[src/rtl/grayscale_bbox_tracker.sv]
// Binarizes a grayscale pixel stream against a runtime threshold and publishes the
// bounding box and foreground count of every completed frame. Optional macro
// BBOX_NOISE_FILTER_EN: report object_found only when the count reaches min_count.
module grayscale_bbox_tracker #(
  parameter int rgb_width    = 10,
  parameter int frame_width  = 640,
  parameter int frame_height = 480,
  parameter int coord_width  = 10,
  parameter int count_width  = 19,
  parameter int min_count    = 16
) (
  input  logic                   clk,
  input  logic                   areset,
  input  logic [rgb_width-1:0]   GRAYSCALE,
  input  logic [rgb_width-1:0]   THRESHOLD,
  input  logic                   valid_in,
  input  logic                   frame_start,
  output logic [coord_width-1:0] BOX_XMIN,
  output logic [coord_width-1:0] BOX_XMAX,
  output logic [coord_width-1:0] BOX_YMIN,
  output logic [coord_width-1:0] BOX_YMAX,
  output logic [count_width-1:0] PIXEL_COUNT,
  output logic                   object_found,
  output logic                   box_valid
);

  localparam logic [coord_width-1:0] X_LAST = coord_width'(frame_width - 1);
  localparam logic [coord_width-1:0] Y_LAST = coord_width'(frame_height - 1);
  localparam logic [coord_width-1:0] C_ONES = '1;
  localparam logic [coord_width-1:0] C_ZERO = '0;
  localparam logic [count_width-1:0] N_ZERO = '0;

  function automatic logic [coord_width-1:0] cmin(input logic [coord_width-1:0] a,
                                                 input logic [coord_width-1:0] b);
    return (b < a) ? b : a;
  endfunction

  function automatic logic [coord_width-1:0] cmax(input logic [coord_width-1:0] a,
                                                 input logic [coord_width-1:0] b);
    return (b > a) ? b : a;
  endfunction

  logic [coord_width-1:0] x_p0, y_p0;
  logic [coord_width-1:0] acc_xmin_p0, acc_xmax_p0, acc_ymin_p0, acc_ymax_p0;
  logic [count_width-1:0] acc_count_p0;
  logic                   acc_seen_p0;

  logic [coord_width-1:0] px_x, px_y, nxt_x, nxt_y;
  logic [coord_width-1:0] base_xmin, base_xmax, base_ymin, base_ymax;
  logic [count_width-1:0] base_count;
  logic                   base_seen;
  logic [coord_width-1:0] mrg_xmin, mrg_xmax, mrg_ymin, mrg_ymax;
  logic [count_width-1:0] mrg_count;
  logic                   mrg_seen;
  logic                   fg, last_pix, found;

  // Stage p0: a frame_start pixel is evaluated as (0,0) against fresh accumulators
  always_comb begin
    px_x       = x_p0;
    px_y       = y_p0;
    base_xmin  = acc_xmin_p0;
    base_xmax  = acc_xmax_p0;
    base_ymin  = acc_ymin_p0;
    base_ymax  = acc_ymax_p0;
    base_count = acc_count_p0;
    base_seen  = acc_seen_p0;
    if (frame_start) begin
      px_x       = C_ZERO;
      px_y       = C_ZERO;
      base_xmin  = C_ONES;
      base_xmax  = C_ZERO;
      base_ymin  = C_ONES;
      base_ymax  = C_ZERO;
      base_count = N_ZERO;
      base_seen  = 1'b0;
    end

    fg = valid_in && (GRAYSCALE >= THRESHOLD);

    mrg_xmin  = base_xmin;
    mrg_xmax  = base_xmax;
    mrg_ymin  = base_ymin;
    mrg_ymax  = base_ymax;
    mrg_count = base_count;
    mrg_seen  = base_seen;
    if (fg) begin
      mrg_xmin  = cmin(base_xmin, px_x);
      mrg_xmax  = cmax(base_xmax, px_x);
      mrg_ymin  = cmin(base_ymin, px_y);
      mrg_ymax  = cmax(base_ymax, px_y);
      mrg_count = base_count + count_width'(1);
      mrg_seen  = 1'b1;
    end

    // frame_start overrides what would otherwise have been the closing pixel
    last_pix = valid_in && !frame_start && (x_p0 == X_LAST) && (y_p0 == Y_LAST);

    nxt_x = px_x + coord_width'(1);
    nxt_y = px_y;
    if (px_x == X_LAST) begin
      nxt_x = C_ZERO;
      nxt_y = (px_y == Y_LAST) ? C_ZERO : px_y + coord_width'(1);
    end
  end

`ifdef BBOX_NOISE_FILTER_EN
  localparam logic [count_width-1:0] MIN_CNT = count_width'(min_count);
  always_comb found = mrg_seen && (mrg_count >= MIN_CNT);
`else
  localparam bit unused_min_count = (min_count != 0);
  always_comb found = mrg_seen;
`endif

  // Stage p1: coordinate/accumulator update and result publication
  always_ff @(posedge clk or posedge areset) begin
    if (areset) begin
      x_p0         <= C_ZERO;
      y_p0         <= C_ZERO;
      acc_xmin_p0  <= C_ONES;
      acc_xmax_p0  <= C_ZERO;
      acc_ymin_p0  <= C_ONES;
      acc_ymax_p0  <= C_ZERO;
      acc_count_p0 <= N_ZERO;
      acc_seen_p0  <= 1'b0;
      BOX_XMIN     <= C_ZERO;
      BOX_XMAX     <= C_ZERO;
      BOX_YMIN     <= C_ZERO;
      BOX_YMAX     <= C_ZERO;
      PIXEL_COUNT  <= N_ZERO;
      object_found <= 1'b0;
      box_valid    <= 1'b0;
    end else begin
      box_valid <= last_pix;
      if (valid_in) begin
        x_p0 <= nxt_x;
        y_p0 <= nxt_y;
        if (last_pix) begin
          acc_xmin_p0  <= C_ONES;
          acc_xmax_p0  <= C_ZERO;
          acc_ymin_p0  <= C_ONES;
          acc_ymax_p0  <= C_ZERO;
          acc_count_p0 <= N_ZERO;
          acc_seen_p0  <= 1'b0;
          BOX_XMIN     <= found ? mrg_xmin : C_ZERO;
          BOX_XMAX     <= found ? mrg_xmax : C_ZERO;
          BOX_YMIN     <= found ? mrg_ymin : C_ZERO;
          BOX_YMAX     <= found ? mrg_ymax : C_ZERO;
          PIXEL_COUNT  <= mrg_seen ? mrg_count : N_ZERO;
          object_found <= found;
        end else begin
          acc_xmin_p0  <= mrg_xmin;
          acc_xmax_p0  <= mrg_xmax;
          acc_ymin_p0  <= mrg_ymin;
          acc_ymax_p0  <= mrg_ymax;
          acc_count_p0 <= mrg_count;
          acc_seen_p0  <= mrg_seen;
        end
      end
    end
  end

endmodule

[config.mk]
export PLATFORM = sky130hd
export DESIGN_NAME = grayscale_bbox_tracker
export DESIGN_NICKNAME = d
export VERILOG_FILES = /design/src/rtl/grayscale_bbox_tracker.sv
export SDC_FILE = /design/constraint.sdc
export NUM_CORES = 1
export LEC_CHECK = 0
export CORE_MARGIN = 1
export CORE_UTILIZATION = 50
export CTS_BUF_LIST = sky130_fd_sc_hd__clkbuf_8
export DETAILED_ROUTE_END_ITERATION = 8
export PLACE_DENSITY = 0.8
export SYNTH_ARGS = -nofsm -noshare
export SYNTH_HDL_FRONTEND = slang
export SYNTH_SLANG_ARGS = --single-unit
[constraint.sdc]
create_clock -name clk -period 5.1 [get_ports clk]
set_input_delay 0.765 -clock clk [delete_from_list [all_inputs] [get_ports clk]]
set_output_delay 0.765 -clock clk [all_outputs]
set_load 0.01 [all_outputs]
==> results.toml, run 1 <==
[run_status]
status = "finished clean"

[critical_path]
path_max_fanout = 72
critPathArrivalTime_ps = 3960
worst_setup_path_end_kind = "flip-flop"
required_ps = 5450
path_class = "input pin to flip-flop"
startpoint_type = "input pin"

[timing]
period_needed_ps = 3610
fmax_mhz = 277
holdWs_ps = 467
rsz0062_at_grt = "false"
hold_viol_final = 0
skew_ps = 10.1
setup_tns_ps = 0
period_share = 0.709
relSlewSlack = 0.344
worst_slew_pin_slew_ps = 984
setup_viol = 0
setup_slack_ps = 1490
slew_viol_final = 0

[clock_network]
clk_path_buf_depth = 2
cts_htree_levels = 4
cts_buffers = 17
cts_tree = "done"
cts_resized = 0
cts-root-buf = "clkbuf_8"
holdBufCountCts = 0
cts_setup_buffers = 0
clk_pin_slew_ps = 70
clock-sinks = 141
clk_latency_ps = 460

[logic_synthesis]
synth_cells = 837
yosysMostFrequentCell = "nand2_1"
netlist_area_um2 = 7780
yosys-top-cells-count = "nand2_1 (132), dfrtp_1 (121), o21ai_0 (76)"
synth_area_leader_cell = "dfrtp_1"
ys_seq_area_frac = 0.457
async_flop_share = 1.00
synth_edf_count = 0
ys_top_cells_by_area = "dfrtp_1 (39%), ha_1 (6.9%), dfstp_2 (6.8%)"
ys_seq_elements = 141
ys_warn_count = 0
synth_area_per_cell_um2 = 9.29
yosys.area.top_type_share = 0.389
synthDistinctLibCells = 68
synthFlopType = "dfrtp_1"
synth.net_count = 904

[cells_and_area]
final_area_um2 = 9110
largestRegisters = "PIXEL_COUNT (19), acc_count_p0 (19)"
syn2layout_area_growth_pct = 17.1
diodes = 0
nets = 976
layout-drive-gt1-share = 0.0912

[die]
die_width_um = 127
die_area_um2 = 16100
initial_core_util = 0.512
coreArea_um2 = 15200
rows = 45
die_h_um = 127
num_io_pins = 85

[power_and_ir_drop]
peakVddDrop_uv = 172
p_leak_nw = 4.33
powerDensity_nw_per_um2 = 251
power_mw = 2.29

[run]
maxCapViolations = 0

[placed_design]
hpwl_mm = 13.4
gp_congestion = 0.886
preCtsSetupSlack_ps = 1060
place_area_um2 = 8770
port_buffers = 84

[detailed_routing]
route.detailed.drc = 0
wl_per_cell_um = 17.7
final_antenna_net_count = 0
drt-pass1-iter-count = 5
vias_per_cell = 5.99
wirelength_mm = 19.6
drt_iter0_markers = 633
vias = 6648

[grt]
grt_pass1_wl_mm = 32.6
grt_max_degree = 111
grt_pass1_vias = 6498
track_usage = 0.258
grt_remaining_overflow = 0
grt_antenna_before_repair = 0

[worst_hold_path]
hold_path_class = "flip-flop to flip-flop"
critical path: stages:
cell	delay, ps
buf_2	90
buf_4	590
nor2b_1	230
ha_1	350
and4_1	210
nand2_1	80
a31oi_1	150
o211ai_1	120
a211oi_2	730
o21ai_1	340
a22o_1	270
logic make-up (layout without fill, tap and decap cells):
family / Yosys count / after routing / share of synthesized area
xor+xnor: 25 / 25 / 0.0282
flops: 141 / 141 / 0.457
mux: 4 / 4 / 0.00515
buf+inv: 92 / 176 / 0.0487
simple gates: 303 / 303 / 0.192
fa+ha+maj: 43 / 43 / 0.0692
compound gates: 229 / 229 / 0.200
cells in the final DEF, fill, tap and decap left out, types with 9 or more instances in the layout:
| master | synthesis | layout |
|---|---|---|
| nor2b_1 | 21 | 21 |
| nand3_1 | 23 | 23 |
| clkbuf_8 | 0 | 19 |
| nor2_1 | 38 | 38 |
| nand2_1 | 132 | 132 |
| o21ai_0 | 76 | 76 |
| nand2b_1 | 9 | 9 |
| a21o_1 | 14 | 14 |
| dfstp_2 | 20 | 20 |
| nor3_1 | 30 | 30 |
| a2bb2oi_1 | 9 | 9 |
| nand4_1 | 12 | 12 |
| inv_1 | 43 | 46 |
| and3_1 | 10 | 10 |
| xnor2_1 | 16 | 16 |
| a22oi_1 | 10 | 10 |
| clkdlybuf4s50_1 | 0 | 83 |
| a21oi_1 | 22 | 22 |
| ha_1 | 43 | 43 |
| xor2_1 | 9 | 9 |
| dfrtp_1 | 121 | 121 |
| buf_4 | 2 | 17 |
| a31oi_1 | 9 | 9 |
| a22o_1 | 24 | 24 |
routing by layer:
layer,vias to the layer above,global-route usage,part of all wire,routed length [um]
met2,267,0.414,0.48,9390
met5,-,0,0,0
li1,3128,-,-,-
met4,0,0.113,0.022,441
met1,3211,0.333,0.43,8470
met3,42,0.0620,0.067,1320
through the flow:
step,cells,utilization
after global routing,1109,0.599
after CTS,1109,0.599
after floorplan,837,-
after detailed placement,1078,0.577
final,1109,0.599
after global placement,1078,0.577
final timing paths:
path                                      from              to  slack (ps)  cells past startpoint
worst max register to register         y_p0[8]  acc_ymax_p0[0]        2010                     10
worst max-delay path               frame_start  acc_ymax_p0[0]        1490                     11
min in group asynchronous               areset     BOX_XMAX[1]         880                      2
max in group asynchronous               areset  acc_xmin_p0[4]        3240                      3
worst min register to register  acc_xmin_p0[7]  acc_xmin_p0[7]         470                      2
worst min-delay path            acc_xmin_p0[7]  acc_xmin_p0[7]         470                      2
layout make-up:
type	instances	area, um2
clock inverters	12	82.6
repair buffers	101	963
fillers	1361	6090
well taps	188	235
flip-flops and latches	141	3550
clock buffers	19	262
multi-input cells	604	3840
inverters	44	170
where the power goes:
group	internal (mW)	switching (mW)
clock	0.395	0.418
sequential	1.19	0.0409
combinational	0.100	0.146
total	1.68	0.605
(Power assumes the default switching activity.)
==> run 2: changes to the inputs <==
clock period = 3.8 ns   (was 5.1 ns; I/O delays follow)
==> run 2 against run 1 <==
Net effect:
- first-iteration DRC count fell by 10%
- die area unchanged
- utilization up 0.79 points
- non-clock buffer count grew 7
- global-route usage decreased by 0.54 points
- critical path depth fell by 1
- critical endpoint is now acc_count_p0[7]
==> results.toml, run 2 (same netlist as run 1, synthesis figures left out) <==
[run_status]
status = "finished clean"

[critical_path]
path_max_fanout = 11
worstPathCellList = "clkdlybuf4s50_1 > inv_1 > ha_1 > a211o_1 > a21oi_1 > and3_1 > nor3_1 > and4_1 > o21ai_0 > a32o_1"
r2r_setup_slack_ps = 960
crit_slowest_cell = "nor3_1"
r2r_end = "BOX_XMIN[7]"
cpPeakStageDelay_ps = 1010
worst_setup_path_end_kind = "flip-flop"
path_class = "input pin to flip-flop"
critPathArrivalTime_ps = 3520
critPathTopFamily = "simple AND/OR/NAND/NOR gates"
required_ps = 4140
regToRegStartpoint = "x_p0[1]"
r2r_cells = 10
crit_start = "THRESHOLD[9]"
crit_end = "acc_count_p0[7]"
cp_num_buf_inv = 2
crit_cells = 10
startpoint_type = "input pin"

[power_and_ir_drop]
internal-power_mw = 2.34
p_leak_nw = 4.37
seqPwrFrac = 0.520
powerDensity_nw_per_um2 = 343
clkPwrFrac = 0.374
p_comb_frac = 0.107
switching_share = 0.261
peakVddDrop_uv = 209
p_sw_mw = 0.826

[timing]
setup_viol = 0
fmax_mhz = 315
relSlewSlack = 0.150
holdWs_ps = 466
rsz0062_at_grt = "false"
worst_slew_pin_slew_ps = 1270
setup_tns_ps = 0
setup_slack_ps = 624
slew_viol_final = 0
period_share = 0.836
hold_viol_final = 0
skew_ps = 9.07
period_needed_ps = 3180

[grt]
track_usage = 0.252
grt_remaining_overflow = 0
grt_max_degree = 142
grt_pass1_vias = 6345
grt_antenna_before_repair = 0
grt_pass1_wl_mm = 32.1

[cells_and_area]
final_cell_mix = "nand2_1 (132), dfrtp_1 (121), clkdlybuf4s50_1 (83)"
syn2layout_area_growth_pct = 18.7
diodes = 0
utilization = 0.607
fin_cells = 1117
final_common_cell = "nand2_1"
largestRegisters = "PIXEL_COUNT (19), acc_count_p0 (19)"
layout-drive-gt1-share = 0.100
nets = 983

[clock_network]
cts_htree_levels = 4
clk_latency_ps = 460
cts_tree = "done"
clk_pin_slew_ps = 80
cts_buffers = 17
cts_setup_buffers = 0
cts_resized = 0
clk_path_buf_depth = 2
holdBufCountCts = 0
clock-sinks = 141
cts-root-buf = "clkbuf_8"

[placed_design]
preCtsSetupSlack_ps = 239
hpwl_mm = 13.0
gp_congestion = 0.874
port_buffers = 84
dp_cells = 1085

[detailed_routing]
final_antenna_net_count = 0
vias = 6614
vias_per_cell = 5.92
drt-pass1-iter-count = 6
route.detailed.drc = 0
wirelength_mm = 19.0
wl_per_cell_um = 17.0
drt_iter0_markers = 570

[run]
maxCapViolations = 0

[die]
die_area_um2 = 16100
coreArea_um2 = 15200
die_h_um = 127
num_io_pins = 85
rows = 45
initial_core_util = 0.512
die_width_um = 127

[worst_hold_path]
hold_path_class = "flip-flop to flip-flop"
hp-start = "BOX_XMIN[4]"
-- run 2: cell types whose count changed in the layout (fill, tap and decap cells not counted), moves of 2 or more --
cell / delta
buf_4: +5
clkinv_2: -3
clkinvlp_4: +3
buf_12: +2
clkinv_4: +2
-- run 2: metrics by stage --
stage / area, um2 / power (mW)
after global routing: 9230 / 3.31
after CTS: 9230 / 3.19
after global placement: 8840 / 2.00
final: 9230 / 3.17
after detailed placement: 8840 / 2.01
after floorplan: 7780 / 1.90
-- run 2: worst min-delay path, delay by kind of cell (launching register included) --
kind | cells | cell delay, ps
flops | 1 | 340
simple gates | 2 | 90
-- run 2: worst min path at each step --
stage	end	slack, ps	cells past startpoint
final	BOX_XMIN[4]	470	2
after global routing	object_found	490	2
after CTS	BOX_XMAX[3]	470	2
after detailed placement	BOX_XMAX[3]	460	2
after global placement	BOX_XMAX[1]	450	2
after floorplan	acc_xmin_p0[7]	440	2
-- run 2: area by class of cell --
| cell class | count | area [um2] |
|---|---|---|
| fill | 1326 | 5970 |
| multi-input combinational | 604 | 3840 |
| sequential | 141 | 3550 |
| timing repair buffer | 108 | 1040 |
| clock buffer | 19 | 262 |
| tap | 188 | 235 |
| inverter | 44 | 169 |
| clock inverter | 13 | 126 |
-- run 2: metal layers --
| metal | wire length, um | vias to the layer above | GRT usage |
|---|---|---|---|
| met3 | 1210 | 34 | 0.0612 |
| met1 | 8470 | 3200 | 0.338 |
| met2 | 9030 | 241 | 0.407 |
| met4 | 314 | 0 | 0.0770 |
| met5 | 0 | - | 0 |
| li1 | - | 3139 | - |
-- run 2: power by group through the flow --
stage / sequential, mW / combinational, mW / clock [mW]
2_1_floorplan: 1.66 / 0.240 / 0
3_3_place_gp: 1.67 / 0.328 / 0
3_5_place_dp: 1.67 / 0.336 / 0
4_1_cts: 1.65 / 0.340 / 1.21
5_1_grt: 1.66 / 0.381 / 1.27
6_report: 1.65 / 0.338 / 1.18
